### config.mk
export PLATFORM = sky130hd
export DESIGN_NAME = alu_op_sequencer
export DESIGN_NICKNAME = d
export VERILOG_FILES = /design/src/rtl/alu_seq_pkg.sv /design/src/rtl/seq_timeout_cnt.sv /design/src/rtl/alu_op_sequencer.sv
export SDC_FILE = /design/constraint.sdc
export NUM_CORES = 1
export LEC_CHECK = 0
export ABC_CLOCK_PERIOD_IN_PS = 3600
export CORE_UTILIZATION = 43
export DETAILED_ROUTE_END_ITERATION = 10
export PLACE_DENSITY = 0.84
export SYNTH_ARGS = -nofsm -noshare
export SYNTH_HDL_FRONTEND = slang
export SYNTH_HIERARCHICAL = 1
export SYNTH_SLANG_ARGS = --single-unit
### constraint.sdc
create_clock -name clk -period 3.6 [get_ports clk]
set_input_delay 0.36 -clock clk [delete_from_list [all_inputs] [get_ports clk]]
set_output_delay 0.36 -clock clk [all_outputs]
set_load 0.005 [all_outputs]
### src/rtl/alu_seq_pkg.sv
// Shared state encoding and unit-select codes for the ALU operation sequencer.
package alu_seq_pkg;

  typedef enum logic [1:0] {
    IDLE = 2'd0,
    EXEC = 2'd1,
    DONE = 2'd2
  } state_t;

  typedef enum logic [1:0] {
    SEL_ARITH = 2'b00,
    SEL_LOGIC = 2'b01,
    SEL_CMP   = 2'b10,
    SEL_SHIFT = 2'b11
  } sel_t;

endpackage

### src/rtl/seq_timeout_cnt.sv
// 4-bit clear/increment counter bounding how long the sequencer waits in EXEC.
module seq_timeout_cnt #(
  parameter int unsigned TIMEOUT = 4
) (
  input  logic clk,
  input  logic rst,
  input  logic clr,
  input  logic inc,
  output logic expired
);

  logic [3:0] cnt_q, cnt_d;

  always_comb begin
    cnt_d = cnt_q;
    if (clr) begin
      cnt_d = '0;
    end else if (inc) begin
      cnt_d = cnt_q + 4'd1;
    end
  end

  always_ff @(posedge clk or negedge rst) begin
    if (!rst) begin
      cnt_q <= '0;
    end else begin
      cnt_q <= cnt_d;
    end
  end

  assign expired = (cnt_q == 4'(TIMEOUT - 1));

endmodule

### src/rtl/alu_op_sequencer.sv
// Accepts one command, enables the selected ALU unit, and returns its result or a timeout error.
module alu_op_sequencer
  import alu_seq_pkg::*;
#(
  parameter int unsigned IN_WIDTH  = 8,
  parameter int unsigned OUT_WIDTH = 16,
  parameter int unsigned TIMEOUT   = 4
) (
  input  logic                 clk,
  input  logic                 rst,
  input  logic                 cmd_valid,
  output logic                 cmd_ready,
  input  logic [3:0]           cmd_func,
  input  logic [IN_WIDTH-1:0]  cmd_a,
  input  logic [IN_WIDTH-1:0]  cmd_b,
  output logic [IN_WIDTH-1:0]  unit_a,
  output logic [IN_WIDTH-1:0]  unit_b,
  output logic [1:0]           unit_fuc,
  output logic                 arith_en,
  output logic                 logic_en,
  output logic                 cmp_en,
  output logic                 shift_en,
  input  logic                 arith_flag,
  input  logic                 logic_flag,
  input  logic                 cmp_flag,
  input  logic                 shift_flag,
  input  logic [OUT_WIDTH-1:0] arith_out,
  input  logic [OUT_WIDTH-1:0] logic_out,
  input  logic [OUT_WIDTH-1:0] cmp_out,
  input  logic [OUT_WIDTH-1:0] shift_out,
  output logic                 res_valid,
  output logic [OUT_WIDTH-1:0] res_data,
  output logic                 res_err,
  input  logic                 res_ready,
  output logic                 alu_clk_en
);

  state_t                 state_q, state_d;
  sel_t                   sel_q, sel_d;
  logic [IN_WIDTH-1:0]    unit_a_q, unit_a_d;
  logic [IN_WIDTH-1:0]    unit_b_q, unit_b_d;
  logic [1:0]             unit_fuc_q, unit_fuc_d;
  logic [OUT_WIDTH-1:0]   res_data_q, res_data_d;
  logic                   res_err_q, res_err_d;
  logic                   alu_clk_en_q, alu_clk_en_d;
  logic                   accept;
  logic                   expired;
  logic                   sel_flag;
  logic [OUT_WIDTH-1:0]   sel_out;

  assign accept = cmd_valid && (state_q == IDLE);

  seq_timeout_cnt #(
    .TIMEOUT(TIMEOUT)
  ) u_timeout (
    .clk    (clk),
    .rst    (rst),
    .clr    (accept),
    .inc    (state_q == EXEC),
    .expired(expired)
  );

  // Only the selected unit's flag and result are ever looked at.
  always_comb begin
    sel_flag = 1'b0;
    sel_out  = '0;
    case (sel_q)
      SEL_ARITH: begin sel_flag = arith_flag; sel_out = arith_out; end
      SEL_LOGIC: begin sel_flag = logic_flag; sel_out = logic_out; end
      SEL_CMP:   begin sel_flag = cmp_flag;   sel_out = cmp_out;   end
      SEL_SHIFT: begin sel_flag = shift_flag; sel_out = shift_out; end
      default:   begin sel_flag = 1'b0;       sel_out = '0;        end
    endcase
  end

  always_ff @(posedge clk or negedge rst) begin
    if (!rst) begin
      state_q <= IDLE;
    end else begin
      state_q <= state_d;
    end
  end

  always_comb begin
    state_d = state_q;
    case (state_q)
      IDLE:    if (cmd_valid) state_d = EXEC;
      EXEC:    if (sel_flag || expired) state_d = DONE;
      DONE:    if (res_ready) state_d = IDLE;
      default: state_d = IDLE;
    endcase
  end

  always_comb begin
    cmd_ready = (state_q == IDLE);
    res_valid = (state_q == DONE);
    arith_en  = (state_q == EXEC) && (sel_q == SEL_ARITH);
    logic_en  = (state_q == EXEC) && (sel_q == SEL_LOGIC);
    cmp_en    = (state_q == EXEC) && (sel_q == SEL_CMP);
    shift_en  = (state_q == EXEC) && (sel_q == SEL_SHIFT);
  end

  // A flag on the timeout edge takes priority over the error path.
  always_comb begin
    sel_d      = sel_q;
    unit_a_d   = unit_a_q;
    unit_b_d   = unit_b_q;
    unit_fuc_d = unit_fuc_q;
    res_data_d = res_data_q;
    res_err_d  = res_err_q;
    if (accept) begin
      sel_d      = sel_t'(cmd_func[3:2]);
      unit_a_d   = cmd_a;
      unit_b_d   = cmd_b;
      unit_fuc_d = cmd_func[1:0];
    end
    if (state_q == EXEC) begin
      if (sel_flag) begin
        res_data_d = sel_out;
        res_err_d  = 1'b0;
      end else if (expired) begin
        res_data_d = '0;
        res_err_d  = 1'b1;
      end
    end
    // Every EXEC cycle plus the first DONE cycle, i.e. any cycle whose state is or was EXEC.
    alu_clk_en_d = (state_d == EXEC) || (state_q == EXEC);
  end

  always_ff @(posedge clk or negedge rst) begin
    if (!rst) begin
      sel_q        <= SEL_ARITH;
      unit_a_q     <= '0;
      unit_b_q     <= '0;
      unit_fuc_q   <= '0;
      res_data_q   <= '0;
      res_err_q    <= 1'b0;
      alu_clk_en_q <= 1'b0;
    end else begin
      sel_q        <= sel_d;
      unit_a_q     <= unit_a_d;
      unit_b_q     <= unit_b_d;
      unit_fuc_q   <= unit_fuc_d;
      res_data_q   <= res_data_d;
      res_err_q    <= res_err_d;
      alu_clk_en_q <= alu_clk_en_d;
    end
  end

  assign unit_a     = unit_a_q;
  assign unit_b     = unit_b_q;
  assign unit_fuc   = unit_fuc_q;
  assign res_data   = res_data_q;
  assign res_err    = res_err_q;
  assign alu_clk_en = alu_clk_en_q;

endmodule

# Yosys cells after proc, flatten, opt, wreduce, memory -nomap -nowiden
# Index checks and enable logic that the tools add are counted.
# word_totals
ff_bits,44
in_bits,92
out_inout_bits,42
word_cells,41
# op_classes
add_sub_neg,1
n_eq_ne,7
mux,12
reduce_logical,12
# op_table
op,n
one-hot mux 16 bit (4 select lines),1
2-to-1 mux 16 bit,2
2-to-1 mux 4 bit,2
"== test 2 x 1 -> 1 bit, second input constant",3
"== test 2 bit, second input constant",3
2-to-1 mux 2 bit,3
one-hot mux 2 bit (3 select lines),1
logical AND 1 bit,5
"adder 4 x 1 -> 4 bit, second input constant",1
"== test 4 x 2 -> 1 bit, second input constant",1
zero test 2 bit,2
one-hot mux 1 bit (4 select lines),1
nonzero test 2 bit,2
logical OR 1 bit,2
2-to-1 mux 1 bit,2
AND reduction 2 bit,1

# Longest topological paths before layout
# depth
depth_word,7
ltp_mapped,7
depth_no_buf,5

# Cells and area by module
# Netlist, hierarchy kept.
# by_module_without_submodules
mod,n_inst,cells_per_inst,area_each_um2,seq_area_each_um2
alu_op_sequencer,1,197,2381.0,1001.0
seq_timeout_cnt,1,17,200.2,100.1

# Worst setup path before layout
# OpenSTA, ideal clock, no wires.
# synth_timing
path_kind,reg2reg
startpoint,register u_timeout.cnt_q[0]
endpoint,"register res_data_q[0], in the netlist res_data[0]"
setup_time_ps,80
t_arrival_ps,1685
required_time_ps,3520
path_slack_ps,1835
stages_incl_launch_ff,8
path_buffers,2
period_less_slack_ps,1765
cell_sequence,dfrtp_1 -> ha_1 -> nor3b_1 -> buf_2 -> nor2_1 -> clkbuf_1 -> nand3_1 -> o211ai_2
# synth_between
elab_chain_len,3
# synth_lines
element,line_no,rtl
start: declaration,seq_timeout_cnt.sv:12,"logic [3:0] cnt_q, cnt_d;"
start signal: assignment,seq_timeout_cnt.sv:27,cnt_q <= cnt_d;
== test 4 x 2 -> 1 bit,seq_timeout_cnt.sv:31,assign expired = (cnt_q == 4'(TIMEOUT - 1));
net expired,alu_op_sequencer.sv:47,logic expired;
nonzero test 2 bit (no line),--,
AND reduction 2 bit (no line),--,
end signal: assignment,alu_op_sequencer.sv:144,res_data_q <= res_data_d;
end: declaration,alu_op_sequencer.sv:43,"logic [OUT_WIDTH-1:0] res_data_q, res_data_d;"
# The timed path passes the listed nets, and every way through them passes these cells.
# A chain may end at the register's enable or synchronous reset.

# Worst setup path in the final report
# layout_timing
startpoint,register sel_q[1]
endpoint,output port arith_en
# layout_between
elab_chain_len,2
# layout_lines
element,line_no,rtl
start: declaration,alu_op_sequencer.sv:39,"sel_t sel_q, sel_d;"
start signal: assignment,alu_op_sequencer.sv:140,sel_q <= sel_d;
zero test 2 bit,alu_op_sequencer.sv:97,arith_en = (state_q == EXEC) && (sel_q == SEL_ARITH);
logical AND 1 bit,alu_op_sequencer.sv:97,
end: declaration,alu_op_sequencer.sv:19,"output logic arith_en,"
# Every way passes these cells.

==> impl_results.md <==
- Sequential cell area fraction in the yosys report: 0.427
- HPWL after detailed placement: 4920 um
- Full die area: 0.00632 mm2
- Source-to-sink clock delay at the later pin of the worst-skew pair: 0.29 ns
- Number of H-tree levels: 2
- Largest clock skew in the final design: 0.00669 ns
- Overall die height: 79.5 um
- Area fraction of the dominant cell type after synthesis: 0.427
- Mux share of post-synthesis cell area: 0.247
- Mean cell area of the mapped netlist: 12.1 um2
- Post-synthesis adder-cell area fraction: 0.00485
- Transition time of the tightest slew-check pin: 0.962 ns
- Endpoint type of the worst setup path: primary output
- Vias in the first global route: 2333
- Number of buffers created by CTS: 5
- Port buffer count: 133
- I/O pin total: 134
- Netlist area before placement: 0.00258 mm2
- Maximum count of clock buffers along a single path: 2
- Final worst-path cycle share: 0.665
- Sinks on Clock Net: 44
- Total Routed Length: 6660 um
- Width of the die: 79.5 um
- Top cells by instance count after synthesis: 44 x sky130_fd_sc_hd__dfrtp_1, 20 x sky130_fd_sc_hd__inv_1, 20 x sky130_fd_sc_hd__mux2_2, 20 x sky130_fd_sc_hd__nor2b_1
- Ordered list of cells on the worst path: or3b_4 -> nor2_1 -> clkdlybuf4s50_1
- Final design utilization: 0.722
- Number of routed nets with antenna violations: 0
- Clk pin slew, worst setup/hold paths: 0.08 ns
- Core Region: 0.00564 mm2
- Worst-case reg-to-reg path depth: 4
- Slowest stage cell, crit path: sky130_fd_sc_hd__dfrtp_1
- DRC errors left: 0
- Main area contributors after synthesis: sky130_fd_sc_hd__dfrtp_1 43%, sky130_fd_sc_hd__mux4_2 14%, sky130_fd_sc_hd__mux2_2 8.7%
- Placer's final routability congestion estimate: 0.807
- Basic-gate share of the synthesized area counting and, or, nand and nor cells: 0.113
- Total Routing Usage GR: 0.227
- Endpoint required time on the critical path: 3.24 ns
- Warnings, synthesis: 6
- Post-layout power: 3.08 mW
- Total Neg Setup Slack: 0 ns
- Wire length of the first global-routing pass: 11100 um
- Minimum hold slack: 0.222 ns
- Detailed-router iteration count before antenna repair: 6
- Unrepaired setup endpoints after global routing: no
- Ys async rst share: 1.00
- Row Count: 27
- Post-DR wirelength/cell: 16.0 um
- Number of violations of the max-capacitance limit: 0
- Dominant combinational cell family by area after synthesis: multiplexers
- Number of max-slew violations in the final report: 0
- Number of nets in the synthesized netlist: 307
- Most instantiated flip-flop cell in the synthesis netlist: sky130_fd_sc_hd__dfrtp_1
- 1st-iter DRT viols: 61
- Delay of the slowest critical-path stage: 0.62 ns
- Layout area overhead: 57.7%
- Power per unit of standard cell area: 756 mW/mm2
- Most repeated cell in the gate-level netlist after synthesis: sky130_fd_sc_hd__dfrtp_1
- Leakage power total: 1.64 nW
- Final hold vios: 0
- Peak VDD IR: 0.418 mV
- Count of flip-flops with a built-in enable after synthesis: 0
- Yosys cell types: 32
- Type of the worst setup path: reg -> out
- Nature of the critical path startpoint: flip-flop
- Final setup viols: 0
- Post-synthesis register bit count: 44
- Maximum fanout along the worst path: 18
- Result of the run: finished clean
- Total of cells resized after clock tree synthesis: 0
- Hold/Removal Path Class: in -> async
- Number of setup buffers added after CTS: 0
- Number of antenna violations at the first check in global routing: 0
- Compound-Gate Fraction of Synth Area: 0.143
- CTS Hold Bufs: 0
- Largest area contributor in the netlist: sky130_fd_sc_hd__dfrtp_1
- Total Nets Final: 437
- Top achievable clock speed: 418 MHz
- Cell count after synthesis: 214
- Total via count after detailed routing: 2252
- Via density per instance: 5.40
- Clock period minus worst slack: 2.39 ns
- Starting utilization of the core area: 0.458
- Largest net degree at the start of global routing: 45
- Share of final-layout standard cells stronger than drive strength 1: 0.194
- Max-slew headroom at the worst pin: 0.359
- Critical path arrival: 2.03 ns
- TritonCTS clock tree: yes
- CTS root buffer: sky130_fd_sc_hd__clkbuf_8
- GRT Residual Overflow: 0
- Xor/xnor cell area share of the yosys netlist: 0.00339
- Number of diodes added for antenna fixing: 0
[per-stage QoR]
stage / instances / setup slack (ns) / area, um2
finish: 417 / 1.21 / 4070
global route: 417 / 1.09 / 4070
CTS: 417 / 1.19 / 4070
detailed placement: 409 / 1.46 / 3960
global placement: 409 / 1.51 / 3960
floorplan: 214 / 1.83 / 2580
[per-layer routing]
metal | share of wire | vias to the layer above | wire (um) | track usage
met4 | 0.011 | 0 | 70 | 0.0564
met2 | 0.52 | 75 | 3470 | 0.408
li1 | - | 1063 | - | -
met5 | 0 | - | 0 | 0
met3 | 0.059 | 6 | 392 | 0.0469
met1 | 0.41 | 1108 | 2720 | 0.276
[cells in the final DEF, fill, tap and decap left out, drive strengths merged, types with 2 or more instances in the layout]
| master | synthesis | final |
|---|---|---|
| nand3 | 16 | 16 |
| a21oi | 2 | 2 |
| clkdlybuf4s50 | 0 | 132 |
| o211ai | 16 | 16 |
| inv | 20 | 20 |
| buf | 8 | 7 |
| nand2 | 2 | 2 |
| clkbuf | 8 | 6 |
| nand3b | 2 | 2 |
| mux2i | 3 | 3 |
| dfrtp | 44 | 44 |
| a32oi | 16 | 16 |
| mux4 | 16 | 16 |
| nor2b | 20 | 20 |
| nor2 | 9 | 9 |
| mux2 | 21 | 21 |
[kinds of logic (layout without fill, tap and decap cells)]
group	Yosys count	count (layout)
XOR/XNOR	1	1
AO/OA/AOI/OAI	39	39
buffers and inverters	36	167
adder cells (fa/ha/maj)	1	1
flip-flops	44	44
AND/OR/NAND/NOR	53	53
multiplexers	40	40
[final timing paths]
kind | startpoint | end | slack (ns)
setup / recovery | sel_q[1] | arith_en | 1.21
min in group clk | unit_b[7] | unit_b[7] | 0.51
max in group asynchronous | rst | unit_a[4] | 2.78
hold reg to reg | unit_b[7] | unit_b[7] | 0.51
setup reg to reg | sel_q[0] | res_data[3] | 1.56
hold / removal | rst | res_data[15] | 0.22
[worst max-delay path: cells and delay by family, from the launching register on]
family / cells / cell delay [ns]
flops: 1 / 0.62
simple gates: 2 / 0.60
buf+inv: 1 / 0.52
[power by group]
group | switching (mW) | internal [mW]
Combinational | 0.688 | 1.05
Sequential | 0.237 | 0.732
Clock | 0.163 | 0.206
[registers in the layout, summed over array words and instances, names as in the netlist]
register and count:
res_data 16, unit_a 8, unit_b 8, u_timeout/cnt_q 4
sel_q 2, state_q 2, unit_fuc 2, alu_clk_en 1
res_err 1
[area by class of cell]
class | count | area [um2]
tap | 72 | 90.1
clock inverter | 2 | 35.0
timing repair buffer | 139 | 1370
multi-input combinational | 134 | 1330
sequential | 44 | 1100
clock buffer | 6 | 72.6
fill | 418 | 1570
inverter | 20 | 75.1
Power figures use the tool's default switching activity.
